===== src/rtl/lane_serializer.sv =====
// Lane serializer: takes one shifted LANES x LANE_W word and emits it lane by lane, MS lane first.
// Optional macro LANE_SER_PIPE_EN allows a new word to load on the last-beat handshake (no bubble).
module lane_serializer #(
    parameter int LANE_W = 12,
    parameter int LANES  = 8,
    parameter int CNT_W  = 8,
    localparam int IW    = $clog2(LANES)
) (
    input  logic                    clk,
    input  logic                    rst,
    input  logic                    s_valid,
    output logic                    s_ready,
    input  logic [LANES*LANE_W-1:0] s_data,
    input  logic                    s_word_ok,
    input  logic [IW-1:0]           s_drop,
    output logic                    m_valid,
    input  logic                    m_ready,
    output logic [LANE_W-1:0]       m_data,
    output logic [IW-1:0]           m_index,
    output logic                    m_last,
    output logic [CNT_W-1:0]        err_count,
    output logic                    busy
);

    typedef enum logic {IDLE, SEND} state_t;

    state_t                         state;
    logic                           live;
    logic [LANES-1:0][LANE_W-1:0]   hold;
    logic [IW-1:0]                  drop_q;
    logic [IW-1:0]                  nxt_idx;
    logic                           fire_in;
    logic                           fire_out;

    // live keeps s_ready low while reset is held and for the reset-release cycle boundary
`ifdef LANE_SER_PIPE_EN
    assign s_ready = live & ((state == IDLE) | (m_valid & m_ready & m_last));
`else
    assign s_ready = live & (state == IDLE);
`endif

    assign fire_in  = s_valid & s_ready;
    assign fire_out = m_valid & m_ready;
    assign nxt_idx  = m_index - 1'b1;

    always_ff @(posedge clk or posedge rst) begin
        if (rst) begin
            state     <= IDLE;
            live      <= 1'b0;
            hold      <= '0;
            drop_q    <= '0;
            m_valid   <= 1'b0;
            m_data    <= '0;
            m_index   <= '0;
            m_last    <= 1'b0;
            err_count <= '0;
            busy      <= 1'b0;
        end else begin
            live <= 1'b1;
            case (state)
                IDLE: begin
                    if (fire_in) begin
                        if (s_word_ok) begin
                            hold    <= s_data;
                            drop_q  <= s_drop;
                            m_data  <= s_data[LANES*LANE_W-1 -: LANE_W];
                            m_index <= IW'(LANES-1);
                            m_last  <= (s_drop == IW'(LANES-1));
                            m_valid <= 1'b1;
                            busy    <= 1'b1;
                            state   <= SEND;
                        end else if (err_count != {CNT_W{1'b1}}) begin
                            err_count <= err_count + 1'b1;
                        end
                    end
                end
                SEND: begin
                    if (fire_out) begin
                        if (!m_last) begin
                            m_index <= nxt_idx;
                            m_data  <= hold[nxt_idx];
                            m_last  <= (nxt_idx == drop_q);
                        end else begin
                            m_valid <= 1'b0;
                            busy    <= 1'b0;
                            state   <= IDLE;
`ifdef LANE_SER_PIPE_EN
                            // next word overlaps the final beat of the current one
                            if (fire_in) begin
                                if (s_word_ok) begin
                                    hold    <= s_data;
                                    drop_q  <= s_drop;
                                    m_data  <= s_data[LANES*LANE_W-1 -: LANE_W];
                                    m_index <= IW'(LANES-1);
                                    m_last  <= (s_drop == IW'(LANES-1));
                                    m_valid <= 1'b1;
                                    busy    <= 1'b1;
                                    state   <= SEND;
                                end else if (err_count != {CNT_W{1'b1}}) begin
                                    err_count <= err_count + 1'b1;
                                end
                            end
`endif
                        end
                    end
                end
                default: state <= IDLE;
            endcase
        end
    end

endmodule


===== config.mk =====
export PLATFORM = sky130hd
export DESIGN_NAME = lane_serializer
export DESIGN_NICKNAME = d
export VERILOG_FILES = /design/src/rtl/lane_serializer.sv
export SDC_FILE = /design/constraint.sdc
export NUM_CORES = 1
export LEC_CHECK = 0
export ABC_AREA = 1
export ABC_CLOCK_PERIOD_IN_PS = 11300
export CELL_PAD_IN_SITES_DETAIL_PLACEMENT = 1
export CELL_PAD_IN_SITES_GLOBAL_PLACEMENT = 1
export CORE_MARGIN = 4
export CORE_UTILIZATION = 40
export CTS_BUF_LIST = sky130_fd_sc_hd__clkbuf_16
export CTS_CLUSTER_DIAMETER = 80
export DETAILED_ROUTE_END_ITERATION = 10
export MAX_ROUTING_LAYER = met4
export PLACE_DENSITY_LB_ADDON = 0.3
export SLEW_MARGIN = 20
export SYNTH_ARGS = -nofsm -noshare
export SYNTH_HDL_FRONTEND = slang
export SYNTH_SLANG_ARGS = --single-unit

===== constraint.sdc =====
create_clock -name clk -period 11.3 [get_ports clk]
set_clock_uncertainty 0.1 [all_clocks]
set_input_delay 2.26 -clock clk [delete_from_list [all_inputs] [get_ports clk]]
set_output_delay 2.26 -clock clk [all_outputs]
set_load 0.005 [all_outputs]

Yosys cells after proc, flatten, opt, wreduce, memory -nomap -nowiden
Index checks and enable logic that the tools add are counted.
{"block": "totals", "elab_cells": 64, "reg_bits": 126, "input_bits": 104}
{"block": "classes", "n_mux": 27, "eq_ne": 8, "reduce_logical": 5, "magnitude_cmp": 1, "add_sub_neg": 2, "bitwise": 5}
{"cell": "2-to-1 mux 12 bit", "count": 5}
{"cell": "binary-select mux 12 bit (select 3 bit)", "count": 1}
{"cell": "one-hot mux 12 bit (2 select lines)", "count": 1}
{"cell": "2-to-1 mux 1 bit", "count": 12}
{"cell": "2-to-1 mux 3 bit", "count": 4}
{"cell": "AND reduction 4 bit", "count": 3}
{"cell": "adder 8 x 1 -> 8 bit, second input constant", "count": 1}
{"cell": "inequality test 2 bit, second input constant", "count": 4}
{"cell": "inequality test 8 bit, second input constant", "count": 1}
{"cell": "one-hot mux 1 bit (2 select lines)", "count": 3}
{"cell": "one-hot mux 3 bit (2 select lines)", "count": 1}
{"cell": "AND reduction 3 bit", "count": 2}
{"cell": "< comparator 3 x 4 -> 1 bit, second input constant", "count": 1}
{"cell": "AND 1 bit", "count": 3}
{"cell": "== test 3 bit", "count": 1}
{"cell": "== test 3 bit, second input constant", "count": 1}
{"cell": "subtractor 3 x 1 -> 3 bit, second input constant", "count": 1}
{"cell": "inequality test 2 x 1 -> 1 bit, second input constant", "count": 1}
{"cell": "NOT 1 bit", "count": 2}

Depth between registers and ports, before layout
{"block": "depth", "depth_word": 6, "mapped_depth": 13, "mapped_depth_nobuf": 10}

Least setup slack after synthesis
OpenSTA, ideal clock, no wires.
{"block": "synth_path", "kind": "input -> register", "start": "input s_word_ok", "end": "register m_data[0]", "path_stages": 8, "path_buffers": 1, "setup_slack_ns": 8.117, "arrival_time_ns": 2.971, "path_cell_list": "nor2_2 a21oi_1 nand2_2 inv_2 buf_6 or2_1 nand2_1 inv_1"}
{"block": "synth_between", "elab_chain_cells": 2}
{"item": "from (decl)", "line_no": "14", "rtl": "input logic s_word_ok,"}
{"item": "inequality test 2 bit (no source line)"}
{"item": "AND reduction 4 bit (no source line)"}
{"item": "to (signal assigned)", "line_no": "66", "rtl": "m_data <= s_data[LANES*LANE_W-1 -: LANE_W];"}
{"item": "to (signal assigned)", "line_no": "81", "rtl": "m_data <= hold[nxt_idx];"}
{"item": "to (decl)", "line_no": "18", "rtl": "output logic [LANE_W-1:0] m_data,"}
No other way between the ends.
A chain may end at the register's enable or synchronous reset.

Final worst setup path
{"block": "layout_path", "start": "input s_word_ok", "end": "register hold[52] (netlist name)"}
{"block": "layout_between", "elab_chain_cells": 1}
{"item": "AND reduction 3 bit (no source line)"}
{"item": "to (signal assigned)", "line_no": "64", "rtl": "hold <= s_data;"}
{"item": "to (decl)", "line_no": "29", "rtl": "logic [LANES-1:0][LANE_W-1:0] hold;"}
No other way between the ends.

==> results.tsv <==
stage	metric	value	unit
status	status	finished clean	
floorplanning	num ports	131	
power_and_ir_drop	Clock power frac	22.4	%
routing	drt pass-1 iters	4	
yosys	mux contribution to synthesized area	0	%
routing	Post-Route WL	18.5	mm
grt	total grt overflow	0	
floorplanning	total core area	0.0153	sq mm
placement	Cell Area, Placed	0.00761	sq mm
yosys	Synth Area in Compound Gates	8.65	%
timing	Final Hold Fails	0	
floorplanning	Chip Height	134	microns
clock_network	Longest Clk Path Bufs	2	
floorplanning	die area	0.0178	sq mm
timing	Final WS setup	6.67	ns
power_and_ir_drop	total power	2.33	mW
yosys	register area share after synthesis	50.0	%
timing	crit share post-route	41.0	%
power_and_ir_drop	sw power	0.968	mW
floorplanning	initial core utilization	41.2	%
yosys	Mapped Nets	951	
grt	M3 GR Usage	5.10	%
clock_network	H-tree Lvls	4	
finish	post-route cell area	0.00817	sq mm
grt	initial antenna violation count	0	
floorplanning	# rows	45	
timing	Peak Freq	216	MHz
grt	first-pass GRT wire length	30.3	mm
clock_network	setup bufs post-CTS	0	
worst_setup_path	Reg2Reg Setup Slack	7.01	ns
yosys	Mapped Avg Cell Area	7.47	sq um
timing	setup tns final	0	ns
clock_network	total CTS buffers	17	
power_and_ir_drop	Max rail drop VDD	138	uV
yosys	Netlist cell types	29	
finish	Layout Cells excl Fill	1177	
flow_run	max-cap violations	0	
finish	fin nets	1059	
worst_setup_path	Setup CP Type	in -> reg	
yosys	Synth Warn #	0	
power_and_ir_drop	Pwr per Cell Area	285	mW/mm^2
worst_setup_path	arrival time worst endpoint	4.78	ns
routing	initial drt markers	334	
yosys	Seq cells post-synth	126	
clock_network	Resize count post-CTS	0	
routing	Via density	4.72	
worst_setup_path	Worst setup SP type	input pin	
finish	area growth from synthesis to layout	29.5	%
power_and_ir_drop	Switching Share	41.5	%
yosys	Cells after Synth	845	
worst_setup_path	R2R cell count	9	
yosys	mapped cell area	0.00631	sq mm
finish	# diodes	0	
clock_network	CTS tree	done	
grt	met2 Use GR	35.5	%
placement	Placer Congestion	0.819	
worst_setup_path	reg2reg start	m_index[0]	
finish	fillers	1900	
yosys	largest family of logic cells by synthesized area	simple AND/OR/NAND/NOR gates	
hold_path	Min-Delay Startpoint	hold[92]	
placement	Final HPWL DP	12.8	mm
hold_path	hold endpoint	hold[92]	
power_and_ir_drop	internal power	1.36	mW
floorplanning	die extent in x	134	microns
worst_setup_path	FF-to-FF End	m_data[4]	
clock_network	CTS Root Buffer Type	clkbuf_16	
timing	Slew Limit Fails	0	
finish	Util after Layout	53.3	%
grt	vias in the first global route	5846	
routing	Via Count	5559	
timing	min Tclk post-route	4.63	ns
power_and_ir_drop	register share of total power	33.8	%
grt	GRT met1 Usage	28.7	%
worst_setup_path	Max FO, Critical Path	116	
finish	share of layout cells above drive strength 1	4.66	%
timing	worst slew pin tran	1.04	ns
timing	setup violators final	0	
hold_path	Hold Path Depth	2	
clock_network	CTS sink count	126	
grt	GRT Max-Usage Layer	met2	
routing	drt wl/cell	15.7	microns
clock_network	clk_lat worst skew	0.42	ns
timing	unrepaired setup endpoints after global routing	false	
finish	most frequent cells in the layout	nand2_1 (301), inv_1 (134), clkdlybuf4s50_1 (130)	
placement	Port Buf Inserts	130	
worst_setup_path	Crit. End Element	flip-flop	
hold_path	worst min-delay path class	reg -> reg	
yosys	Post-Synth Simple-Gate Area	26.9	%
timing	Slew HR	30.6	%
placement	pre-CTS setup slack	6.22	ns
clock_network	cts hold-fix bufs	0	
routing	ANT nets after route	0	
yosys	Post-Synth Adder-Cell Area	0.397	%
power_and_ir_drop	Leak	3.99	nW
timing	hold_ws	0.415	ns
placement	Placed Cells	1145	
power_and_ir_drop	Logic pwr share	43.8	%
finish	commonest non-fill, non-tap cell in the layout	nand2_1	
grt	Total GRT Usage	22.3	%
worst_setup_path	Worst EP required	11.44	ns
yosys	post-synthesis xor/xnor area fraction	0.972	%
clock_network	Worst-path clk slew	0.06	ns
grt	largest net degree at the start of global routing	117	
routing	DRC	0	
==> registers in the layout, summed over array words and instances (netlist names) <==
| signal | count |
|---|---|
| busy | 1 |
| drop_q | 3 |
| err_count | 8 |
| hold | 96 |
| live | 1 |
| m_data | 12 |
| m_index | 3 |
| m_last | 1 |
| state | 1 |
==> cell families (layout without fill, tap and decap cells) <==
group / count (synthesis) / after routing
adders and majority gates: 2 / 2
buffers and inverters: 182 / 303
DFF: 126 / 126
and+or+nand+nor: 418 / 418
xor gates and xnor gates: 7 / 7
other: 1 / 1
AOI/OAI and AO/OA: 109 / 109
==> power groups by stage <==
| stage | logic [mW] | clock network, mW | registers [mW] |
|---|---|---|---|
| 2_1_floorplan | 0.726 | 0 | 0.729 |
| 3_3_place_gp | 0.994 | 0 | 0.782 |
| 3_5_place_dp | 1.02 | 0 | 0.795 |
| 4_1_cts | 1.04 | 0.533 | 0.791 |
| 5_1_grt | 1.17 | 0.555 | 0.813 |
| 6_report | 1.02 | 0.522 | 0.788 |
==> routing by layer <==
metal	vias up	part of all wire [%]
li1	2772	-
met1	2640	46
met2	127	48
met3	20	4.4
met4	0	1.4
met5	-	0
==> critical path, stage by stage <==
cell	delay [ns]
clkdlybuf4s50_1	0.49
nor2_2	0.06
nor2_4	0.13
buf_4	0.58
buf_4	0.89
o21ai_0	0.23
==> area by class of cell <==
class	count	area, sq um	area share, %
clock inverters	15	131	1.61
multi-input cells	537	2340	28.6
flip-flops and latches	126	3150	38.6
inverters	137	522	6.39
clock buffers	17	425	5.21
well taps	211	264	3.23
repair buffers	134	1340	16.3
==> cells in the mapped netlist <==
cell	instances	area share [%]
nand2_1	301	18
inv_1	133	7.9
dfrtp_1	126	50
nand3_1	66	5.2
o21ai_1	55	4.4
o21ai_0	52	4.1
nor2_1	34	2.0
buf_2	15	1.2
buf_6	13	2.3
clkbuf_1	12	0.71
or2_2	6	0.59
or2_0	4	0.40
xnor2_1	4	0.56
xor2_1	3	0.42
a21oi_1	2	0.16
buf_4	2	0.24
clkinv_1	2	0.12
ha_1	2	0.40
nor2_2	2	0.20
or2_1	2	0.20
buf_1	1	0.059
buf_8	1	0.24
clkbuf_2	1	0.079
conb_1	1	0.059
inv_2	1	0.059
inv_6	1	0.14
nand2_2	1	0.099
nand3_2	1	0.16
nor3_1	1	0.079
==> how the worst max path moves through the flow <==
stage               startpoint        to  cells after the start
global route           s_valid  hold[52]                      6
detailed placement     s_valid  hold[52]                      6
global placement       s_valid  hold[87]                      6
finish               s_word_ok  hold[52]                      6
floorplan                  rst      busy                      1
CTS                    s_valid  hold[52]                      6
Note: power is estimated with default switching activity, not from simulation.
